`config.mk`:
```
export PLATFORM = sky130hd
export DESIGN_NAME = hash_port_arbiter_flat
export DESIGN_NICKNAME = d
export VERILOG_FILES = /design/src/rtl/hash_port_arbiter_pkg.sv /design/src/rtl/hash_port_arbiter_if.sv /design/src/rtl/hash_port_arbiter_rr_pick.sv /design/src/rtl/hash_port_arbiter.sv /design/src/flat_wrapper.sv
export SDC_FILE = /design/constraint.sdc
export NUM_CORES = 1
export LEC_CHECK = 0
export CAP_MARGIN = 10
export CORE_AREA = 2 2 93 95
export CTS_CLUSTER_SIZE = 28
export DETAILED_ROUTE_END_ITERATION = 8
export DIE_AREA = 0 0 95 97
export DONT_BUFFER_PORTS = 1
export PLACE_DENSITY = 0.49
export RECOVER_POWER = 100
export SKIP_CTS_REPAIR_TIMING = 1
export SYNTH_ARGS = -nofsm -noshare
export SYNTH_HDL_FRONTEND = slang
export SYNTH_SLANG_ARGS = --single-unit
```
`constraint.sdc`:
```
create_clock -name clk -period 9.6 [get_ports clk]
set_input_delay 0.96 -clock clk [delete_from_list [all_inputs] [get_ports clk]]
set_output_delay 0.96 -clock clk [all_outputs]
set_load 0.02 [all_outputs]
```
`src/rtl/hash_port_arbiter_pkg.sv`:
```
// Shared constants, state encodings and helpers for the hash-port arbiter.
// Latency: none, declarations only.
// Backpressure: not applicable.
package hash_port_arbiter_pkg;

    localparam int HPA_NUM_PROCESSOR    = 3;
    localparam int HPA_BIT_ON_TAILS     = 7;
    localparam int HPA_DATA_INDEX_WIDTH = 32;
    localparam int HPA_MAX_HOLD         = 16;

    typedef enum logic [0:0] {
        ST_IDLE = 1'b0,
        ST_OWN  = 1'b1
    } arb_state_e;

    // Ceiling log2, never below 1 so single-entry ranges still get a bit.
    function automatic int log2(input int value);
        int bits;
        bits = 1;
        for (int i = 1; i < 31; i++) begin
            if ((1 << i) < value) begin
                bits = i + 1;
            end
        end
        return bits;
    endfunction

    // Round-robin distance of candidate from the slot after base: base+1 -> 0, base -> n-1.
    function automatic int rr_dist(input int base, input int cand, input int n);
        int d;
        d = cand - base - 1;
        if (d < 0) begin
            d = d + n;
        end
        return d;
    endfunction

endpackage

```
`src/rtl/hash_port_arbiter_if.sv`:
```
// Processor-array and hash-memory signals seen by the port arbiter.
// Latency: none, wiring only.
// Backpressure: gnt is the only flow control towards the processors.
interface hash_port_arbiter_if
    import hash_port_arbiter_pkg::*;
#(
    parameter int NUM_PROCESSOR = HPA_NUM_PROCESSOR,
    parameter int ADDR_WIDTH    = HPA_BIT_ON_TAILS,
    parameter int DATA_WIDTH    = HPA_DATA_INDEX_WIDTH
);
    logic [NUM_PROCESSOR-1:0]            req;
    logic [NUM_PROCESSOR-1:0]            lock;
    logic [NUM_PROCESSOR-1:0]            we;
    logic [NUM_PROCESSOR*ADDR_WIDTH-1:0] addr;
    logic [NUM_PROCESSOR*DATA_WIDTH-1:0] wdata;
    logic [NUM_PROCESSOR-1:0]            gnt;
    logic [NUM_PROCESSOR-1:0]            rvalid;
    logic [DATA_WIDTH-1:0]               rdata;
    logic                                mem_en;
    logic                                mem_we;
    logic [ADDR_WIDTH-1:0]               mem_addr;
    logic [DATA_WIDTH-1:0]               mem_wdata;
    logic [DATA_WIDTH-1:0]               mem_rdata;
    logic                                busy;

    // Processor array plus memory: drives requests and read data.
    modport master (
        output req, lock, we, addr, wdata, mem_rdata,
        input  gnt, rvalid, rdata, mem_en, mem_we, mem_addr, mem_wdata, busy
    );

    // Arbiter: owns grants and the memory strobe.
    modport slave (
        input  req, lock, we, addr, wdata, mem_rdata,
        output gnt, rvalid, rdata, mem_en, mem_we, mem_addr, mem_wdata, busy
    );
endinterface

```
`src/rtl/hash_port_arbiter_rr_pick.sv`:
```
// Round-robin pick: first requester after base, wrapping, as one-hot plus index.
// Latency: purely combinational.
// Backpressure: none; valid low when no request is present.
module hash_port_arbiter_rr_pick
    import hash_port_arbiter_pkg::*;
#(
    parameter int NUM_PROCESSOR = HPA_NUM_PROCESSOR,
    parameter int IDX_WIDTH     = log2(HPA_NUM_PROCESSOR)
) (
    input  logic [NUM_PROCESSOR-1:0] req,
    input  logic [IDX_WIDTH-1:0]     base,
    output logic [NUM_PROCESSOR-1:0] pick_oh,
    output logic [IDX_WIDTH-1:0]     pick_idx,
    output logic                     pick_vld
);
    int best_d;

    // Keep the requester closest (in rotation order) to the slot after base.
    always_comb begin
        pick_oh  = '0;
        pick_idx = '0;
        pick_vld = 1'b0;
        best_d   = NUM_PROCESSOR;
        for (int j = 0; j < NUM_PROCESSOR; j++) begin
            if (req[j] && (rr_dist(int'(base), j, NUM_PROCESSOR) < best_d)) begin
                best_d      = rr_dist(int'(base), j, NUM_PROCESSOR);
                pick_vld    = 1'b1;
                pick_idx    = IDX_WIDTH'(j);
                pick_oh     = '0;
                pick_oh[j]  = 1'b1;
            end
        end
    end

endmodule

```
`src/rtl/hash_port_arbiter.sv`:
```
// Round-robin owner of the shared hash-array port, with locked RMW runs and capped unlocked bursts.
// Latency: gnt one cycle after req; memory strobe combinational in the granted beat; rvalid one cycle after a read beat.
// Backpressure: requesters hold req until their beat is done; gnt is the only throttle, nothing is buffered.
module hash_port_arbiter
    import hash_port_arbiter_pkg::*;
#(
    parameter int NUM_PROCESSOR = HPA_NUM_PROCESSOR,
    parameter int BIT_ON_TAILS  = HPA_BIT_ON_TAILS,
    parameter int DATA_WIDTH    = HPA_DATA_INDEX_WIDTH,
    parameter int MAX_HOLD      = HPA_MAX_HOLD
) (
    input logic                clk,
    input logic                rst_n,
    hash_port_arbiter_if.slave bus
);
    localparam int ADDR_WIDTH = BIT_ON_TAILS;
    localparam int IW         = log2(NUM_PROCESSOR);
    localparam int HW         = log2(MAX_HOLD);
    localparam logic [HW-1:0] HOLD_LAST = HW'(MAX_HOLD - 1);

    arb_state_e               state;
    logic [NUM_PROCESSOR-1:0] gnt_q;
    logic [NUM_PROCESSOR-1:0] rvalid_q;
    logic [IW-1:0]            owner_q;
    logic [IW-1:0]            last_owner_q;
    logic [HW-1:0]            hold_cnt;

    logic                     own_req;
    logic                     own_lock;
    logic                     own_we;
    logic [ADDR_WIDTH-1:0]    own_addr;
    logic [DATA_WIDTH-1:0]    own_wdata;
    logic                     beat;
    logic                     others_pend;
    logic                     forced;
    logic                     release_now;

    logic [NUM_PROCESSOR-1:0] pick_req;
    logic [IW-1:0]            pick_base;
    logic [NUM_PROCESSOR-1:0] pick_oh;
    logic [IW-1:0]            pick_idx;
    logic                     pick_vld;

    // Select the current owner's request lane.
    always_comb begin
        own_req   = 1'b0;
        own_lock  = 1'b0;
        own_we    = 1'b0;
        own_addr  = '0;
        own_wdata = '0;
        for (int i = 0; i < NUM_PROCESSOR; i++) begin
            if (owner_q == IW'(i)) begin
                own_req   = bus.req[i];
                own_lock  = bus.lock[i];
                own_we    = bus.we[i];
                own_addr  = bus.addr[i*ADDR_WIDTH +: ADDR_WIDTH];
                own_wdata = bus.wdata[i*DATA_WIDTH +: DATA_WIDTH];
            end
        end
    end

    // gnt_q is one-hot on the owner while owning, so masking it leaves the waiting requesters.
    assign beat        = (state == ST_OWN) && own_req;
    assign others_pend = |(bus.req & ~gnt_q);
    assign forced      = beat && !own_lock && others_pend && (hold_cnt == HOLD_LAST);
    assign release_now = (state == ST_OWN) && (!own_req || forced);

    // On release the scan starts after the outgoing owner and skips it, so it cannot win straight back.
    assign pick_req  = (state == ST_OWN) ? (bus.req & ~gnt_q) : bus.req;
    assign pick_base = (state == ST_OWN) ? owner_q : last_owner_q;

    hash_port_arbiter_rr_pick #(
        .NUM_PROCESSOR (NUM_PROCESSOR),
        .IDX_WIDTH     (IW)
    ) u_rr_pick (
        .req      (pick_req),
        .base     (pick_base),
        .pick_oh  (pick_oh),
        .pick_idx (pick_idx),
        .pick_vld (pick_vld)
    );

    // Ownership FSM: grant, hand over directly owner-to-owner, and track the unlocked-burst count.
    always_ff @(posedge clk or negedge rst_n) begin
        if (!rst_n) begin
            state        <= ST_IDLE;
            gnt_q        <= '0;
            owner_q      <= '0;
            last_owner_q <= IW'(NUM_PROCESSOR - 1);
            hold_cnt     <= '0;
        end else begin
            case (state)
                ST_IDLE: begin
                    hold_cnt <= '0;
                    if (pick_vld) begin
                        state   <= ST_OWN;
                        gnt_q   <= pick_oh;
                        owner_q <= pick_idx;
                    end
                end
                ST_OWN: begin
                    if (release_now) begin
                        last_owner_q <= owner_q;
                        hold_cnt     <= '0;
                        if (pick_vld) begin
                            gnt_q   <= pick_oh;
                            owner_q <= pick_idx;
                        end else begin
                            state <= ST_IDLE;
                            gnt_q <= '0;
                        end
                    end else if (!others_pend) begin
                        hold_cnt <= '0;
                    end else if (!own_lock && (hold_cnt != HOLD_LAST)) begin
                        hold_cnt <= hold_cnt + 1'b1;
                    end
                end
            endcase
        end
    end

    // Read-return tag: captured with the read beat so a grant change next cycle cannot misroute it.
    always_ff @(posedge clk or negedge rst_n) begin
        if (!rst_n) begin
            rvalid_q <= '0;
        end else begin
            rvalid_q <= (beat && !own_we) ? gnt_q : '0;
        end
    end

    assign bus.gnt       = gnt_q;
    assign bus.busy      = |gnt_q;
    assign bus.rvalid    = rvalid_q;
    assign bus.rdata     = bus.mem_rdata;
    assign bus.mem_en    = beat;
    assign bus.mem_we    = beat && own_we;
    assign bus.mem_addr  = beat ? own_addr : '0;
    assign bus.mem_wdata = beat ? own_wdata : '0;

endmodule
```
`src/flat_wrapper.sv`:
```
// flat-port wrapper written by rule: the top's interface ports become plain ports
module hash_port_arbiter_flat import hash_port_arbiter_pkg::*;
#(
    parameter int NUM_PROCESSOR = HPA_NUM_PROCESSOR,
    parameter int BIT_ON_TAILS  = HPA_BIT_ON_TAILS,
    parameter int DATA_WIDTH    = HPA_DATA_INDEX_WIDTH,
    parameter int MAX_HOLD      = HPA_MAX_HOLD
)
  (clk, rst_n, bus_req, bus_lock, bus_we, bus_addr, bus_wdata, bus_mem_rdata, bus_gnt, bus_rvalid, bus_rdata, bus_mem_en, bus_mem_we, bus_mem_addr, bus_mem_wdata, bus_busy);
  hash_port_arbiter_if #(.NUM_PROCESSOR(NUM_PROCESSOR), .DATA_WIDTH(DATA_WIDTH)) bus_i ();
  input logic clk;
  input logic rst_n;
  input wire logic [$bits(bus_i.req)-1:0] bus_req;
  input wire logic [$bits(bus_i.lock)-1:0] bus_lock;
  input wire logic [$bits(bus_i.we)-1:0] bus_we;
  input wire logic [$bits(bus_i.addr)-1:0] bus_addr;
  input wire logic [$bits(bus_i.wdata)-1:0] bus_wdata;
  input wire logic [$bits(bus_i.mem_rdata)-1:0] bus_mem_rdata;
  output wire logic [$bits(bus_i.gnt)-1:0] bus_gnt;
  output wire logic [$bits(bus_i.rvalid)-1:0] bus_rvalid;
  output wire logic [$bits(bus_i.rdata)-1:0] bus_rdata;
  output wire logic [$bits(bus_i.mem_en)-1:0] bus_mem_en;
  output wire logic [$bits(bus_i.mem_we)-1:0] bus_mem_we;
  output wire logic [$bits(bus_i.mem_addr)-1:0] bus_mem_addr;
  output wire logic [$bits(bus_i.mem_wdata)-1:0] bus_mem_wdata;
  output wire logic [$bits(bus_i.busy)-1:0] bus_busy;
  assign bus_i.req = bus_req;
  assign bus_i.lock = bus_lock;
  assign bus_i.we = bus_we;
  assign bus_i.addr = bus_addr;
  assign bus_i.wdata = bus_wdata;
  assign bus_i.mem_rdata = bus_mem_rdata;
  assign bus_gnt = bus_i.gnt;
  assign bus_rvalid = bus_i.rvalid;
  assign bus_rdata = bus_i.rdata;
  assign bus_mem_en = bus_i.mem_en;
  assign bus_mem_we = bus_i.mem_we;
  assign bus_mem_addr = bus_i.mem_addr;
  assign bus_mem_wdata = bus_i.mem_wdata;
  assign bus_busy = bus_i.busy;
  hash_port_arbiter #(.NUM_PROCESSOR(NUM_PROCESSOR), .BIT_ON_TAILS(BIT_ON_TAILS), .DATA_WIDTH(DATA_WIDTH), .MAX_HOLD(MAX_HOLD)) u_core (.clk(clk), .rst_n(rst_n), .bus(bus_i));
endmodule
```
Word-level counts from Yosys, hierarchy flattened:

Index checks and enable logic that the tools add are counted.

* add/sub/neg operators: 10
* multipliers: 0
* div/mod/pow operators: 0
* $lt $le $gt $ge: 6
* eq/ne operators: 7
* shift operators: 0
* muxes and demuxes: 47
* bitwise gates (word level): 3
* reductions and logical operators: 20

Operators by type and width (count)
* $mux 32: 9
* $lt 32x32->1: 2
* $add 32x3->32 const B: 1
* $lt 32x1->1 const B: 1
* $lt 32x3->1 const B: 1
* $sub 32x2->32 const B: 1
* $mux 7: 4
* $mux 3: 7
* $mux 1: 16
* $mux 4: 3
* $logic_and 1x1->1: 11
* $add 4x3->5 const B: 2
* $lt 4x1->1 const B: 2
* $mux 2: 4
* $ne 4x4->1 const B: 2
* $pmux 4 s2: 1
* $sub 3x2->4 const B: 2
* $pmux 3 s2: 1
* $reduce_or 3->1: 2
* $sub 1x2->3 const A: 2
* $add 4x1->4 const B: 1
* $eq 4x4->1 const B: 1
* $pmux 2 s2: 1
* $reduce_and 2->1: 2
* 12 further kinds: 14

* register bits after elaboration: 15
* bits in latches: 0
* memory bits (writable): 0
* ROM bits: 0
* input bits: 160
* output and inout bits: 80
* word-level logic and storage cells: 99
* memories: 0

Logic depth before layout (Yosys ltp):

Gate-level depths: netlist of the first run.

* depth in word-level cells: 17
* gate-level depth with buffers: 20
* mapped depth without buffers: 17

Cells and area by module:

Synthesis of the first run repeated with hierarchy kept, for this count alone.

* cell total of the unflattened synthesis: 355
* area, all modules: 2618.8 um^2

By module, submodules not included
* hash_port_arbiter: times used 1, cells an instance 278, area each 1988.2 um^2, sequential area each 376.6 um^2
* hash_port_arbiter_rr_pick: times used 1, cells an instance 77, area each 630.6 um^2, sequential area each 0.0 um^2

Worst setup path before layout of the first run:

OpenSTA, ideal clock, no wires.

* kind: register -> register
* start: reg u_core.owner_q[0]
* end: reg u_core.owner_q[0]
* library setup time: 0.131 ns
* arrival time: 4.088 ns
* data required time: 9.469 ns
* slack: 5.381 ns
* cell stages (with the launch flop): 20
* path buffers: 3
* period minus slack after synthesis: 4.219 ns
* path through: dfrtp_1 > buf_2 > buf_2 > mux2i_1 > ha_1 > and3_1 > ha_1 > o21a_1 > o311ai_0 > o21ai_1 > buf_2 > nor3b_2 > a31oi_1 > ha_1 > a211o_1 > a21o_1 > a211oi_1 > nand3_1 > a31oi_1 > o32ai_1

* longest elaborated chain between the ends: 17
* elaborated cells on any way between the ends: 50
* classes of those cells: add/sub (9); order compare (6); eq/ne (3); mux (20); reduce/logical (12)

RTL lines
* start: declaration: RTL line hash_port_arbiter.sv:24 `logic [IW-1:0] owner_q;`
* start signal: assignment: RTL line hash_port_arbiter.sv:98 `owner_q <= pick_idx;`
* start signal: assignment: RTL line hash_port_arbiter.sv:107 `owner_q <= pick_idx;`
* $mux 2: RTL line hash_port_arbiter.sv:70 `assign pick_base = (state == ST_OWN) ? owner_q : last_owner_q;`
* $sub 1x2->3: RTL line hash_port_arbiter_pkg.sv:31 `d = cand - base - 1;`
* $sub 32x2->32: RTL line hash_port_arbiter_pkg.sv:31
* $add 32x3->32 or $lt 32x1->1 (tied branches): RTL line hash_port_arbiter_pkg.sv:33, hash_port_arbiter_pkg.sv:32
* $mux 32: RTL line hash_port_arbiter_pkg.sv:32 `if (d < 0) begin`
* $lt 32x3->1: RTL line hash_port_arbiter_rr_pick.sv:25 `if (req[j] && (rr_dist(int'(base), j, NUM_PROCESSOR) < best_d)) begin`
* $logic_and 1x1->1: RTL line hash_port_arbiter_rr_pick.sv:25
* $mux 32: RTL line hash_port_arbiter_rr_pick.sv:25
* $lt 32x32->1: RTL line hash_port_arbiter_rr_pick.sv:25
* $logic_and 1x1->1: RTL line hash_port_arbiter_rr_pick.sv:25
* $mux 32: RTL line hash_port_arbiter_rr_pick.sv:25
* $lt 32x32->1: RTL line hash_port_arbiter_rr_pick.sv:25
* $logic_and 1x1->1: RTL line hash_port_arbiter_rr_pick.sv:25
* $mux 2 or $mux 1 (tied branches): RTL line hash_port_arbiter_rr_pick.sv:25
* $mux 2: RTL line hash_port_arbiter.sv:95, hash_port_arbiter.sv:105
* $mux 2: RTL line hash_port_arbiter.sv:102 `if (release_now) begin`
* $pmux 2 s2: RTL line hash_port_arbiter.sv:92 `case (state)`

Several ways; a longest one is shown, not always the timed one. The select of a mux whose other input is x is not followed.
A chain may end at the register's enable or synchronous reset.

Final worst setup path of the first run:

* start: reg u_core.owner_q[1]
* end: reg u_core.owner_q[0]

Same word-level chain as after synthesis.

==> metrics.yaml, run 1 <==
synthesis:
  ys_async_sr_fraction: 1.00
  yosysTopAreaCellShare: 0.170
  ys_seq_elements: 15
  synth_edf_count: 0
  ys_warn_count: 0
  synthTopCellsByArea: "mux2i_1 17%, dfrtp_1 14%, nor2_1 13%, buf_4 9.8%, ha_1 8.4%"
  synth_area_um2: 2530
  synth_cell_types: 50
  synth_ff_type: "dfrtp_1"
  syn_inst: 357
  synth.avg_cell_area_um2: 7.09
  ys_seq_area_frac: 0.149
  yosys.area.top_type: "mux2i_1"
die:
  fp.dieH_um: 97
  core_area_um2: 8130
  initial_core_util: 0.311
  ios: 240
  dieArea_um2: 9220
  rows: 33
  die_w_um: 95
job:
  drv_cap: 2
layout:
  mostFrequentLayoutCells: "88 x nor2_1, 43 x mux2i_1, 40 x a21oi_1"
  layout-area-overhead-vs-synth_pct: -6.67
  final_nets: 490
  multi_input_area_um2: 1760
  drive_above_1_share: 0.0353
  finalInstanceArea_um2: 2360
  fin_util: 0.291
  seq_area_um2: 378
  fill_cells: 891
  final_common_cell: "nor2_1"
timing:
  rsz0062_at_grt: "false"
  maxSlewViolCount: 90
  timing.final.ws_setup_ns: 3.49
  worstMarginPinSlew_ns: 2.46
  hold_slack_ns: 0.400
  hold_viol: 0
  slew_headroom: -0.645
  timing.final.crit_share: 0.636
  setup_viol: 0
  post-route-min-period_ns: 6.11
  fin_skew_ns: 0.00317
  fmax_ghz: 0.164
  setup_tns_ns: 0
power_and_ir_drop:
  vdd_drop_max_mv: 0.105
  p_leak_nw: 0.996
  power.density_nw_per_um2: 352
worst_setup_path:
  critPathBufInv: 1
  cp_slowest_cell: "dfrtp_1"
  worstPathCellList: "mux2i_1, inv_1, ha_1, nand2_1, ha_1, o21a_1, o311ai_0, o21ai_0, nor3b_1, a31oi_1, ha_1, a211o_1, a21o_1, a211oi_1, nand3_1, a31oi_1, o32ai_1"
  crit_required_ns: 9.68
  critPathCapture: "u_core.owner_q[0]"
  critical_path.most_common_cell: "ha_1"
  critPathKind: "reg -> reg"
  cp-startpoint: "u_core.owner_q[1]"
  slowest_delay_ns: 1.49
  cp_top_family: "compound AO/OA/AOI/OAI gates"
  r2r_slack_ns: 3.49
  critPathMaxFanout: 53
  ff2ff_path_depth: 17
  r2r-end: "u_core.owner_q[0]"
  arrival_ns: 6.19
  critPathLaunchType: "flop"
  r2r_start: "u_core.owner_q[1]"
  path_depth: 17
  cp-end-kind: "flop"
clocking:
  clk_pin_slew_worst_paths_ns: 0.06
  tritoncts: "done"
  clock_latency_ns: 0.25
  clk_path_buf_depth: 2
  cts_root_buf: "clkbuf_8"
  clkSinkCount: 15
  cts_made_buffers: 3
  h-tree-depth: 1
global_route:
  grt_pass1_wl_um: 13400
  globalRouteOverflowTotal: 0
  antenna_found_initial: 3
  grt_pass1_vias: 2207
  grt_usage: 0.188
  grt_start_max_net_pins: 54
run_status:
  run_status: "finished with violations"
  violations: "capacitance limit, slew limit"
placed_design:
  dpl_worst_slack_ns: 4.50
  io_buffers: 0
  placed_cell_area_um2: 2360
  dp_hpwl_um: 7690
  routabilityCongestion: 0.838
drt:
  vias: 2340
  ant_nets: 0
  drc: 0
  wl_um: 9270
  wire_per_inst_um: 22.2
  vias_per_cell: 5.60
  drtIter0Drc: 116
  drt_first_pass_iters: 6
min_path:
  hp-class: "in -> async"
-- Yosys cell counts (2+ instances only) --
cell	instances
a211o_1	2
a21oi_1	40
a31oi_1	11
and3_1	4
buf_2	8
buf_4	33
clkbuf_1	12
dfrtp_1	14
ha_1	17
inv_1	9
mux2i_1	43
nand2_1	15
nand2b_1	3
nand3_1	6
nor2_1	88
nor2b_1	6
nor3_1	4
nor3b_1	2
o21ai_0	4
o21ai_1	2
o22ai_1	3
or3_1	3
-- per-layer routing --
metal  part of all wire  GRT usage  vias up
met5             0.0027          0        -
met4             0.0066     0.0268        4
met3               0.11     0.0701       18
met2               0.46      0.289      134
met1               0.42      0.258     1071
li1                   -          -     1113
-- cell families after synthesis --
logic type               share of synthesized area
AO/OA/AOI/OAI                                0.189
adder cells (fa/ha/maj)                     0.0840
other                                      0.00148
flip-flops                                   0.149
AND/OR/NAND/NOR                              0.249
multiplexers                                 0.180
buffers and inverters                        0.145
XOR/XNOR                                   0.00346
-- layout make-up --
cell class,instances,area share
Antenna cell,1,0.00106
Clock buffer,4,0.0191
Inverter,9,0.0143
Multi-Input combinational cell,282,0.745
Sequential cell,15,0.160
Tap cell,105,0.0556
Timing Repair Buffer,2,0.00476
-- stage by stage --
stage | instances | power (mW)
after global placement | 413 | 0.789
final | 418 | 0.833
after detailed placement | 413 | 0.795
after CTS | 417 | 0.851
after global routing | 417 | 0.921
after floorplan | 359 | 0.699
-- power breakdown --
part	internal (mW)	leakage, nW	switching (mW)	total [mW]
clock network	0.0294	0.0228	0.0229	0.0523
logic	0.223	0.779	0.420	0.644
registers	0.0824	0.194	0.0543	0.137
-- worst min path at each step --
stage                             endpoint  depth (start not counted)
finish                u_core.bus.rvalid[1]                          0
floorplan           u_core.last_owner_q[0]                          2
detailed placement  u_core.last_owner_q[0]                          2
CTS                   u_core.bus.rvalid[1]                          0
global route          u_core.bus.rvalid[1]                          0
global placement    u_core.last_owner_q[0]                          2
-- flip-flops by register name, indices dropped and copies added, names as in the netlist --
register	count
u_core.hold_cnt	4
u_core.bus.rvalid	3
u_core.state	1
u_core.bus.gnt	3
u_core.owner_q	2
u_core.last_owner_q	2
No activity file was read; power rests on OpenSTA's default activity.
==> inputs of run 2 (changes only) <==
==> constraint.sdc (replaced) <==
create_clock -name clk -period 6.2 [get_ports clk]
set_input_delay 0.62 -clock clk [delete_from_list [all_inputs] [get_ports clk]]
set_output_delay 0.62 -clock clk [all_outputs]
set_load 0.02 [all_outputs]
==> metrics.yaml, run 2 (synthesized netlist as in run 1, its figures left out) <==
clocking:
  clk_pin_slew_worst_paths_ns: 0.06
  h-tree-depth: 1
  clock_latency_ns: 0.24
  cts_root_buf: "clkbuf_8"
  cts_made_buffers: 3
  clk_path_buf_depth: 2
  clkSinkCount: 15
  tritoncts: "done"
die:
  core_area_um2: 8130
  initial_core_util: 0.311
  ios: 240
  die_w_um: 95
  fp.dieH_um: 97
  dieArea_um2: 9220
  rows: 33
placed_design:
  routabilityCongestion: 0.815
  dp_hpwl_um: 7590
  dpl.cell_count: 415
  dpl_worst_slack_ns: 1.64
  io_buffers: 0
worst_setup_path:
  critPathMaxFanout: 52
  arrival_ns: 4.53
  critPathKind: "reg -> out"
  r2r_start: "u_core.owner_q[1]"
  cp-end-kind: "primary output"
  ff2ff_path_depth: 8
  crit_required_ns: 5.58
  r2r-end: "u_core.bus.gnt[1]"
  r2r_slack_ns: 1.11
  critPathLaunchType: "flop"
timing:
  timing.final.ws_setup_ns: 1.05
  fin_skew_ns: 0.00230
  timing.final.crit_share: 0.830
  setup_viol: 0
  setup_tns_ns: 0
  post-route-min-period_ns: 5.15
  fmax_ghz: 0.194
  maxSlewViolCount: 76
  rsz0062_at_grt: "false"
  hold_viol: 0
  slew_headroom: -0.531
  worstMarginPinSlew_ns: 2.30
global_route:
  grt_start_max_net_pins: 53
  grt_busiest_layer: "met2"
  grt_pass1_wl_um: 13200
  use_met3: 0.0654
  grt_pass1_vias: 2299
  use_met2: 0.283
  grt_use_met1: 0.259
  antenna_found_initial: 2
  grt_usage: 0.187
  globalRouteOverflowTotal: 0
drt:
  drt_first_pass_iters: 4
  vias: 2358
  ant_nets: 0
  wl_um: 9060
  wire_per_inst_um: 21.6
  vias_per_cell: 5.61
  drc: 0
  drtIter0Drc: 102
power_and_ir_drop:
  switchingPower_mw: 0.776
  clock_power_share: 0.061
  power.density_nw_per_um2: 548
  p_leak_nw: 1.00
  seq_power_share: 0.134
  vdd_drop_max_mv: 0.159
  p_int_mw: 0.526
  combPwrFrac: 0.806
  p_sw_frac: 0.596
layout:
  final_common_cell: "nor2_1"
  fin_util: 0.292
  drive_above_1_share: 0.0382
  max_flop_register: "u_core.hold_cnt"
  largest_register_ffs: 4
  post_layout_nonfiller_instances: 420
  final_nets: 492
  mostFrequentLayoutCells: "89 x nor2_1, 43 x mux2i_1, 40 x a21oi_1"
  fill_cells: 864
  layout-area-overhead-vs-synth_pct: -6.18
run_status:
  run_status: "finished with violations"
  violations: "capacitance limit, slew limit"
job:
  drv_cap: 2
min_path:
  hp-class: "in -> async"
run 2: changes by cell type in the layout (fill, tap and decap cells not counted), sizes merged:
cell / before / now
buf: 1 / 2
clkbuf: 5 / 6
run 2: area by class of cell:
cell class,count,area (um2),area share
multi-input combinational,282,1760,0.741
sequential,15,379,0.160
tap,105,131,0.0553
clock buffer,4,45.0,0.0190
inverter,9,33.8,0.0142
timing repair buffer,4,22.5,0.00948
antenna,1,2.50,0.00105
run 2: per-stage QoR:
step           area [um2]  power, mW  hold WS (ns)
3_5_place_dp         2380       1.24         0.325
4_1_cts              2420       1.32        0.0600
6_report             2380       1.30        0.0634
2_1_floorplan        2540       1.08         0.324
5_1_grt              2370       1.44        0.0477
3_3_place_gp         2380       1.23         0.325
run 2: worst max-delay path by stage:
| stage | startpoint | to | cells after the start |
|---|---|---|---|
| floorplan | u_core.owner_q[0] | u_core.owner_q[0] | 19 |
| global placement | u_core.state | u_core.owner_q[0] | 16 |
| detailed placement | u_core.state | u_core.owner_q[0] | 16 |
| CTS | u_core.state | u_core.owner_q[0] | 16 |
| global route | u_core.owner_q[1] | u_core.bus.gnt[1] | 8 |
| finish | u_core.owner_q[1] | bus_mem_we | 5 |
run 2: metal layers:
layer | wire (um) | vias up
met5 | 13 | -
met4 | 82 | 2
met3 | 884 | 18
met2 | 4030 | 122
met1 | 4050 | 1096
li1 | - | 1120
run 2: power by group through the flow:
stage,Clock (mW),Combinational (mW),Sequential [mW]
2_1_floorplan,0,0.925,0.158
3_3_place_gp,0,1.06,0.176
3_5_place_dp,0,1.06,0.176
4_1_cts,0.0801,1.07,0.175
5_1_grt,0.0873,1.17,0.179
6_report,0.0789,1.05,0.174
run 2: critical path, cell delays in order (launching register included):
cell,delay [ns]
dfrtp_2,0.37
clkbuf_1,1.64
nor2b_1,1.32
buf_4,0.39
a21oi_1,0.17
nor2_1,0.38
==> inputs of run 3 (changes only) <==
--- a/config.mk
+++ b/config.mk
@@ -11,7 +11,7 @@
 export DETAILED_ROUTE_END_ITERATION = 8
 export DIE_AREA = 0 0 95 97
 export DONT_BUFFER_PORTS = 1
-export PLACE_DENSITY = 0.49
+export PLACE_DENSITY = 0.5
 export RECOVER_POWER = 100
 export SKIP_CTS_REPAIR_TIMING = 1
 export SYNTH_ARGS = -nofsm -noshare
==> constraint.sdc (replaced) <==
create_clock -name clk -period 4.4 [get_ports clk]
set_input_delay 0.44 -clock clk [delete_from_list [all_inputs] [get_ports clk]]
set_output_delay 0.44 -clock clk [all_outputs]
set_load 0.02 [all_outputs]
==> metrics.yaml, run 3 (synthesized netlist as in run 1, its figures left out) <==
power_and_ir_drop:
  vdd_drop_max_mv: 0.171
  p_leak_nw: 1.02
  total_power_mw: 1.90
  power.density_nw_per_um2: 777
layout:
  fill_cells: 884
  final_nets: 496
  mostFrequentLayoutCells: "88 x nor2_1, 41 x mux2i_1, 40 x a21oi_1"
  post_layout_nonfiller_instances: 427
  drive_above_1_share: 0.0723
  largest_register_ffs: 4
  seq_area_um2: 380
  max_flop_register: "u_core.hold_cnt"
  multi_input_area_um2: 1800
  layout-area-overhead-vs-synth_pct: -3.21
  final_common_cell: "nor2_1"
die:
  ios: 240
  fp.dieH_um: 97
  initial_core_util: 0.311
  dieArea_um2: 9220
  core_area_um2: 8130
  die_w_um: 95
  rows: 33
worst_setup_path:
  r2r_slack_ns: 0.29
  arrival_ns: 4.22
  r2r_start: "u_core.state"
  ff2ff_path_depth: 17
  critPathLaunchType: "flop"
  critPathMaxFanout: 10
  critPathKind: "reg -> reg"
  crit_required_ns: 4.51
  cp-end-kind: "flop"
  r2r-end: "u_core.owner_q[0]"
placed_design:
  io_buffers: 0
  dpl_worst_slack_ns: 0.120
  dpl.cell_count: 417
  routabilityCongestion: 0.802
  dp_hpwl_um: 7560
global_route:
  grt_pass1_wl_um: 13700
  antenna_found_initial: 5
  grt_start_max_net_pins: 53
  grt_pass1_vias: 2308
  grt_usage: 0.193
  globalRouteOverflowTotal: 0
clocking:
  cts_root_buf: "clkbuf_8"
  tritoncts: "done"
  clk_path_buf_depth: 2
  clock_latency_ns: 0.25
  cts_made_buffers: 3
  h-tree-depth: 1
  clkSinkCount: 15
  clk_pin_slew_worst_paths_ns: 0.06
timing:
  maxSlewViolCount: 0
  hold_viol: 0
  fin_skew_ns: 0.00139
  timing.final.crit_share: 0.935
  post-route-min-period_ns: 4.11
  setup_viol: 0
  timing.final.ws_setup_ns: 0.288
  worstMarginPinSlew_ns: 1.43
  slew_headroom: 0.0437
  setup_tns_ns: 0
  fmax_ghz: 0.243
drt:
  drc: 0
  vias_per_cell: 5.66
  ant_nets: 0
  wire_per_inst_um: 22.0
  vias: 2418
  wl_um: 9390
  drt_first_pass_iters: 4
  drtIter0Drc: 83
run_status:
  run_status: "complete, no violations"
min_path:
  hp-class: "in -> async"
job:
  drv_cap: 0
[run 3: cell types whose count changed in the layout (fill, tap and decap cells not counted), sizes merged]
cell         change
diode            +3
clkbuf           +1
buf              +2
dlygate4sd3      +1
[run 3: final cells by class]
type | instances | share of cell area
diodes | 4 | 0.00408
clock buffers | 4 | 0.0184
inverters | 9 | 0.0138
multi-input cells | 282 | 0.733
flip-flops and latches | 15 | 0.155
well taps | 105 | 0.0536
repair buffers | 8 | 0.0219
[run 3: per-layer routing]
metal  track usage  share of wire  vias up
met5             0         0.0022        -
met4        0.0424          0.016        2
met3        0.0748           0.11       29
met2         0.289           0.44      129
met1         0.261           0.44     1127
li1              -              -     1131
[run 3: power breakdown]
group | total [mW] | switching [mW] | internal, mW
clock network | 0.112 | 0.0480 | 0.0642
registers | 0.242 | 0.0581 | 0.184
logic | 1.55 | 1.02 | 0.535
total | 1.90 | 1.12 | 0.783
[run 3: through the flow]
stage	instance area [um2]	hold WS, ns	utilization
after global placement	2390	0.145	0.294
after CTS	2440	-0.123	0.300
final	2450	0.0298	0.301
after detailed placement	2390	0.145	0.294
after floorplan	2540	0.144	-
after global routing	2440	0.0145	0.300
[run 3: worst max path at each step]
| stage | start | endpoint | slack, ns | cells past startpoint |
|---|---|---|---|---|
| global placement | u_core.state | u_core.owner_q[0] | 0.28 | 16 |
| CTS | u_core.state | u_core.owner_q[0] | 0.13 | 16 |
| global route | u_core.state | u_core.owner_q[0] | -0.005 | 17 |
| detailed placement | u_core.state | u_core.owner_q[0] | 0.12 | 16 |
| floorplan | u_core.owner_q[0] | u_core.owner_q[0] | 0.18 | 19 |
| finish | u_core.state | u_core.owner_q[0] | 0.29 | 17 |
[run 3: worst max-delay path, stage by stage, from the launching register on]
cell and delay [ns]:
dfrtp_2 0.47, mux2i_4 0.22, inv_1 0.12, ha_1 0.21
nand2_1 0.12, ha_1 0.25, or3_1 0.39, nor4_1 0.19
o21ai_1 0.15, buf_4 0.19, a31oi_1 0.20, ha_1 0.28
a211o_1 0.30, a21o_1 0.20, a211oi_1 0.22, nand3_1 0.16
nand2_1 0.20, o32ai_1 0.11
